File: config.mk
export PLATFORM = sky130hd
export DESIGN_NAME = noc_traffic_gen
export DESIGN_NICKNAME = d
export VERILOG_FILES = /design/src/rtl/noc_pkg.sv /design/src/rtl/noc_traffic_gen_dest_sel.sv /design/src/rtl/noc_traffic_gen.sv
export SDC_FILE = /design/constraint.sdc
export NUM_CORES = 1
export LEC_CHECK = 0
export CAP_MARGIN = 10
export CORE_UTILIZATION = 55
export CTS_BUF_LIST = sky130_fd_sc_hd__clkbuf_8
export CTS_CLUSTER_SIZE = 16
export DETAILED_ROUTE_END_ITERATION = 10
export PLACE_DENSITY = 0.85
export SKIP_CTS_REPAIR_TIMING = 1
export SYNTH_ARGS = -nofsm -noshare
export SYNTH_HDL_FRONTEND = slang
export SYNTH_HIERARCHICAL = 1
export SYNTH_SLANG_ARGS = --single-unit
File: constraint.sdc
create_clock -name clk -period 4.05 [get_ports clk]
set_input_delay 1.215 -clock clk [delete_from_list [all_inputs] [get_ports clk]]
set_output_delay 1.215 -clock clk [all_outputs]
set_load 0.05 [all_outputs]
File: src/rtl/noc_pkg.sv
// noc_pkg: flit-type constants, generator FSM states and head-flit packing shared by the NoC blocks.
package noc_pkg;
  localparam logic [1:0] HEAD_FLIT = 2'b01;
  localparam logic [1:0] HEADER    = 2'b11;
  localparam logic [1:0] BODY_FLIT = 2'b10;
  localparam logic [1:0] TAIL_FLIT = 2'b00;
  localparam int HEAD_TAIL = 2;
  typedef enum logic [2:0] {S_IDLE, S_HEAD, S_BODY, S_TAIL, S_GAP, S_DONE} state_e;
  function automatic int dest_w(input int n);
    return $clog2(n);
  endfunction
  function automatic int vc_w(input int v);
    return $clog2(v);
  endfunction
  // {vc, dest, src, pkt_id}; pkt_id is cut to whatever width is left over
  function automatic logic [63:0] pack_head(input logic [63:0] vc, dest, src, id, input int dw, iw);
    logic [63:0] m;
    m = (64'd1 << iw) - 64'd1;
    return (vc << (2 * dw + iw)) | (dest << (dw + iw)) | (src << iw) | (id & m);
  endfunction
endpackage

File: src/rtl/noc_traffic_gen_dest_sel.sv
// noc_dest_sel: per-packet destination select with a rotating pointer that skips this node.
module noc_dest_sel
  import noc_pkg::*;
#(
  parameter int NUM_OF_NODES = 8,
  parameter int NODE_ID = 0,
  parameter int DW = dest_w(NUM_OF_NODES)
) (
  input  logic          clk,
  input  logic          reset,
  input  logic [1:0]    mode_i,
  input  logic [DW-1:0] fixed_dest_i,
  input  logic          advance_i,
  output logic [DW-1:0] dest_o
);
  logic [DW-1:0] rot_q, rot_d, inc;
  always_comb begin
    inc = rot_q + DW'(1);
    rot_d = (advance_i && mode_i == 2'd3) ? (inc == DW'(NODE_ID) ? inc + DW'(1) : inc) : rot_q;
    dest_o = mode_i == 2'd0 ? fixed_dest_i :
             mode_i == 2'd1 ? DW'(NODE_ID + NUM_OF_NODES - 1) :
             mode_i == 2'd2 ? DW'(NODE_ID + NUM_OF_NODES / 2) : rot_q;
  end
  always_ff @(posedge clk or posedge reset) begin
    if (reset) rot_q <= DW'(NODE_ID + 1);
    else rot_q <= rot_d;
  end
endmodule

File: src/rtl/noc_traffic_gen.sv
// noc_traffic_gen: runtime-configurable packet injector for one spidergon node.
module noc_traffic_gen
  import noc_pkg::*;
#(
  parameter int NUM_OF_NODES = 8,
  parameter int FLIT_DATA_WIDTH = 16,
  parameter int NUM_OF_VIRTUAL_CHANNELS = 2,
  parameter int NODE_ID = 0,
  parameter int MAX_PKT_LEN = 16,
  parameter int CNT_WIDTH = 16,
  parameter int DW = dest_w(NUM_OF_NODES),
  parameter int VW = vc_w(NUM_OF_VIRTUAL_CHANNELS),
  parameter int LEN_W = $clog2(MAX_PKT_LEN + 1)
) (
  input  logic                       clk,
  input  logic                       reset,
  input  logic                       start,
  input  logic [1:0]                 dest_mode,
  input  logic [DW-1:0]              fixed_dest,
  input  logic                       vc_mode,
  input  logic [VW-1:0]              fixed_vc,
  input  logic [LEN_W-1:0]           pkt_len,
  input  logic [CNT_WIDTH-1:0]       num_pkts,
  input  logic [7:0]                 gap_cycles,
  output logic [FLIT_DATA_WIDTH+1:0] flit_out,
  output logic                       flit_valid,
  input  logic                       flit_ready,
  output logic                       busy,
  output logic                       done,
  output logic [CNT_WIDTH-1:0]       pkts_sent,
  output logic [CNT_WIDTH-1:0]       flits_sent
);
  localparam int IW = FLIT_DATA_WIDTH - VW - 2 * DW;
  state_e state_q, state_d, end_st;
  logic [1:0] dmode_q, ftype;
  logic [DW-1:0] fdest_q, dest;
  logic vmode_q, go, acc, pkt_end;
  logic [VW-1:0] fvc_q, rr_q, vc;
  logic [LEN_W-1:0] len_q, idx_q, idx_d;
  logic [CNT_WIDTH-1:0] num_q, pkts_q, pkts_d, flits_q, flits_d, pkts_inc;
  logic [7:0] gcfg_q, gap_q, gap_d;
  logic [FLIT_DATA_WIDTH-1:0] payload;
  noc_dest_sel #(.NUM_OF_NODES(NUM_OF_NODES), .NODE_ID(NODE_ID), .DW(DW)) u_dest (
    .clk(clk), .reset(reset), .mode_i(dmode_q), .fixed_dest_i(fdest_q),
    .advance_i(pkt_end), .dest_o(dest)
  );
  always_comb begin
    go = start && (state_q == S_IDLE || state_q == S_DONE);
    acc = flit_valid && flit_ready;
    pkt_end = acc && (state_q == S_TAIL || (state_q == S_HEAD && len_q == LEN_W'(1)));
    pkts_inc = &pkts_q ? pkts_q : pkts_q + CNT_WIDTH'(1);
    end_st = pkts_inc == num_q ? S_DONE : gcfg_q != 8'd0 ? S_GAP : S_HEAD;
    pkts_d = go ? '0 : pkt_end ? pkts_inc : pkts_q;
    flits_d = go ? '0 : (acc && !(&flits_q)) ? flits_q + CNT_WIDTH'(1) : flits_q;
    state_d = state_q;
    idx_d = idx_q;
    gap_d = gap_q;
    case (state_q)
      S_IDLE, S_DONE: if (go) state_d = num_pkts != '0 ? S_HEAD : S_DONE;
      S_HEAD: if (acc) begin
        idx_d = LEN_W'(1);
        state_d = len_q == LEN_W'(1) ? end_st : len_q == LEN_W'(HEAD_TAIL) ? S_TAIL : S_BODY;
      end
      S_BODY: if (acc) begin
        idx_d = idx_q + LEN_W'(1);
        if (idx_q == len_q - LEN_W'(2)) state_d = S_TAIL;
      end
      S_TAIL: if (acc) state_d = end_st;
      S_GAP: begin
        gap_d = gap_q - 8'd1;
        if (gap_q == 8'd0) state_d = S_HEAD;
      end
      default: state_d = S_IDLE;
    endcase
    // GAP runs gap_cycles cycles, counting down to zero
    if (pkt_end) gap_d = gcfg_q - 8'd1;
  end
  always_comb begin
    vc = vmode_q ? rr_q : fvc_q;
    flit_valid = state_q == S_HEAD || state_q == S_BODY || state_q == S_TAIL;
    ftype = state_q == S_HEAD ? (len_q == LEN_W'(1) ? HEADER : HEAD_FLIT) :
            state_q == S_BODY ? BODY_FLIT : TAIL_FLIT;
    payload = state_q == S_HEAD ?
      FLIT_DATA_WIDTH'(pack_head(64'(vc), 64'(dest), 64'(NODE_ID), 64'(pkts_q), DW, IW)) :
      FLIT_DATA_WIDTH'({8'(pkts_q), (FLIT_DATA_WIDTH - 8)'(idx_q)});
    flit_out = flit_valid ? {ftype, payload} : '0;
    busy = flit_valid || state_q == S_GAP;
    done = state_q == S_DONE;
    pkts_sent = pkts_q;
    flits_sent = flits_q;
  end
  always_ff @(posedge clk or posedge reset) begin
    if (reset) begin
      state_q <= S_IDLE;
      idx_q <= '0;
      gap_q <= '0;
      pkts_q <= '0;
      flits_q <= '0;
      rr_q <= '0;
      dmode_q <= '0;
      fdest_q <= '0;
      vmode_q <= 1'b0;
      fvc_q <= '0;
      len_q <= LEN_W'(1);
      num_q <= '0;
      gcfg_q <= '0;
    end else begin
      state_q <= state_d;
      idx_q <= idx_d;
      gap_q <= gap_d;
      pkts_q <= pkts_d;
      flits_q <= flits_d;
      if (pkt_end && vmode_q) rr_q <= rr_q + VW'(1);
      if (go) begin
        dmode_q <= dest_mode;
        fdest_q <= fixed_dest;
        vmode_q <= vc_mode;
        fvc_q <= fixed_vc;
        len_q <= pkt_len == '0 ? LEN_W'(1) : pkt_len > LEN_W'(MAX_PKT_LEN) ? LEN_W'(MAX_PKT_LEN) : pkt_len;
        num_q <= num_pkts;
        gcfg_q <= gap_cycles;
      end
    end
  end
endmodule

==> impl_metrics.env <==
export IMPL_status="finished clean"
export IMPL_synth_flop_cell="dfrtp_1"
export IMPL_worst_ep_required_time_ps=2830
export IMPL_highest_signal_layer="met4"
export IMPL_max_stage_delay_ps=800
export IMPL_route_detailed_drc=0
export IMPL_avgViaCountPerCell=6.12
export IMPL_max_freq_ghz=0.259
export IMPL_synth_warnings=6
export IMPL_synth_seq_cells=88
export IMPL_antenna_found_initial=0
export IMPL_htreeDepth=3
export IMPL_num_antenna_cells=0
export IMPL_cp_arrival_ps=2650
export IMPL_synthMostInstantiatedCell="dfrtp_1"
export IMPL_synth_edf_count=0
export IMPL_clkSinkCount=88
export IMPL_ir_worst_vdd_uv=441
export IMPL_vias=4805
export IMPL_syn_inst=567
export IMPL_slowest_stage="clkdlybuf4s50_1"
export IMPL_gp_congestion=0.909
export IMPL_fin_nets=699
export IMPL_crit_chain="inv_1, nand2_1, nor2_1, and2_1, clkdlybuf4s50_1"
export IMPL_fin_crit_sh_pct=95.4
export IMPL_synth_cell_types=58
export IMPL_synth_compound_area_share_pct=12.8
export IMPL_hold_path_class="register to register"
export IMPL_async_reset_ff_share_pct=100
export IMPL_synth_common_cells="86 x dfrtp_1, 66 x nor2_1, 43 x nand2_1, 32 x mux2_2, 30 x xnor2_1"
export IMPL_wl_per_cell_um=18.1
export IMPL_cts_made_buffers=9
export IMPL_drtPass1Iterations=5
export IMPL_cp_end_kind="output port"
export IMPL_synth_largest_area_cell="dfrtp_1"
export IMPL_initial_core_util_pct=57.2
export IMPL_rsz0062_at_grt="no"
export IMPL_hpwl_um=10400
export IMPL_cellPowerDensity_mw_per_mm2=598
export IMPL_clock_skew_ps=9.23
export IMPL_r2r_setup_slack_ps=620
export IMPL_critPathBufInv=2
export IMPL_syn_area_mm2=0.00533
export IMPL_die_area_mm2=0.0101
export IMPL_synth_seq_area_share_pct=41.3
export IMPL_met3WireLength_um=883
export IMPL_fin_setup_tns_ps=0
export IMPL_critPathMaxFanout=12
export IMPL_clock_latency_ps=360
export IMPL_core_rowCount=35
export IMPL_setup_viol=0
export IMPL_maxCapViolCount=0
export IMPL_utilization_pct=70.4
export IMPL_antenna_left=0
export IMPL_drt_total_wl_um=14200
export IMPL_critical_path_class="register to output port"
export IMPL_synth_fa_ha_area_share_pct=1.88
export IMPL_synth_xor_xnor_area_share_pct=9.03
export IMPL_min_period_ps=3870
export IMPL_die_w_um=100
export IMPL_cp_top_family="buffers and inverters"
export IMPL_clkTransAtPathRegs_ps=90
export IMPL_grt_pass1_vias=4744
export IMPL_cts_root_buf="clkbuf_8"
export IMPL_ios=93
export IMPL_grt_ovfl_total=0
export IMPL_synth_nets=615
export IMPL_drive_gt1_share_pct=11.4
export IMPL_synth_top_family_by_area="simple AND/OR/NAND/NOR gates"
export IMPL_synth_top_area_share_pct=40.4
export IMPL_critPathLaunchType="register"
export IMPL_grt_usage_pct=29.8
export IMPL_drtIter0Drc=360
export IMPL_slew_violations=0
export IMPL_hold_viol=0
export IMPL_routed_wl_met2_um=7050
export IMPL_die_h_um=100
export IMPL_tightest_slew_ps=768
export IMPL_area_delta_synth_final_pct=23.1
export IMPL_leakagePower_nw=2.62
export IMPL_clock_path_buffers=2
export IMPL_grt_max_degree=44
export IMPL_synth_area_top_cells="dfrtp_1 40%, mux2_2 6.8%, xnor2_1 4.9%, nor2_1 4.6%, xor2_1 4.1%"
export IMPL_core_mm2=0.00933
export IMPL_io_buffer_count=92
export IMPL_grt_pass1_wl_um=23300
export IMPL_cts_tree="built"
export IMPL_maxSlewHeadroom_pct=48.7
export IMPL_routedLengthMet1_um=5690
export IMPL_synthSimpleGateAreaFrac_pct=21.8
export IMPL_synth_area_per_cell_um2=9.40
export IMPL_synth_area_mux_share_pct=8.45
==> per-layer routing <==
layer,vias up,GRT usage (%)
met5,-,0
met4,0,15.5
met3,44,5.96
met2,207,49.4
met1,2347,37.1
li1,2207,-
==> sequential cells by signal, summed over array words and instances, names as in the netlist, 5 cells and up <==
name / count
pkts_sent: 16
len_q: 5
gap_q: 8
num_q: 16
gcfg_q: 8
flits_sent: 16
idx_q: 5
==> layout by cell type, fill, tap and decap left out, types with 8 or more instances in the layout <==
cell,n
clkdlybuf4s50_1,92
dfrtp_1,86
nor2_1,66
nand2_1,43
mux2_2,32
xnor2_1,30
o21ai_0,27
xor2_1,25
nor3_1,22
a21oi_1,21
nand3_1,16
inv_1,15
nor4_1,13
a31oi_1,13
a22oi_1,11
buf_4,11
and3_1,10
clkbuf_8,10
mux2i_1,9
nand4_1,8
and2_1,8
ha_1,8
==> worst reg2reg max path: stages, from the launching register on <==
cell and delay, ps:
dfrtp_1 530, buf_4 260, nand2b_1 190, nor2_1 380
nand2_1 150, inv_1 350, mux2i_1 270, ha_1 230
nand3_1 100, or2_2 310, nor4_1 270, xnor2_1 170
o21ai_0 100
==> where the power goes <==
part           internal [mW]  total (mW)  switching, mW
registers               1.17        1.52          0.354
logic                  0.781        1.72          0.938
clock network          0.361       0.686          0.325
==> final timing paths <==
kind                                        startpoint                           to  depth (start not counted)
max in group asynchronous                        reset    flits_sent[8]$_DFFE_PP0P_                          3
worst max-delay path            state_q[1]$_DFFE_PP0P_                  flit_out[7]                          5
worst max register to register  state_q[2]$_DFFE_PP0P_         gap_q[6]$_DFFE_PP0P_                         12
min in group asynchronous                        reset  u_dest/rot_q[2]$_DFFE_PP0P_                          2
worst min-delay path                  rr_q$_DFFE_PP0P_             rr_q$_DFFE_PP0P_                          1
worst min register to register        rr_q$_DFFE_PP0P_             rr_q$_DFFE_PP0P_                          1
==> area by class of cell <==
| class | instances | area [µm²] |
|---|---|---|
| inverters | 15 | 57.6 |
| clock inverters | 6 | 83.8 |
| fillers | 709 | 2760 |
| clock buffers | 10 | 138 |
| multi-input cells | 432 | 2880 |
| well taps | 129 | 161 |
| repair buffers | 105 | 1040 |
| flip-flops and latches | 88 | 2200 |
==> cells by family (layout without fill, tap and decap cells) <==
kind of cell	count (synthesis)	in the layout
AND/OR/NAND/NOR	224	224
multiplexers	41	41
buffers and inverters	47	136
flip-flops	88	88
adder cells (fa/ha/maj)	8	8
AO/OA/AOI/OAI	104	104
XOR/XNOR	55	55
==> metrics by stage <==
step | setup WS [ps] | instance area [µm²] | power [mW] | std cells | hold WS (ps)
4_1_cts | 205 | 6560 | 3.93 | 785 | 486
2_1_floorplan | 508 | 5330 | 2.71 | 567 | 445
5_1_grt | 54.6 | 6560 | 4.16 | 785 | 513
3_5_place_dp | 378 | 6340 | 3.23 | 769 | 469
6_report | 185 | 6560 | 3.93 | 785 | 481
3_3_place_gp | 500 | 6340 | 3.16 | 769 | 459
(Power assumes the default switching activity.)
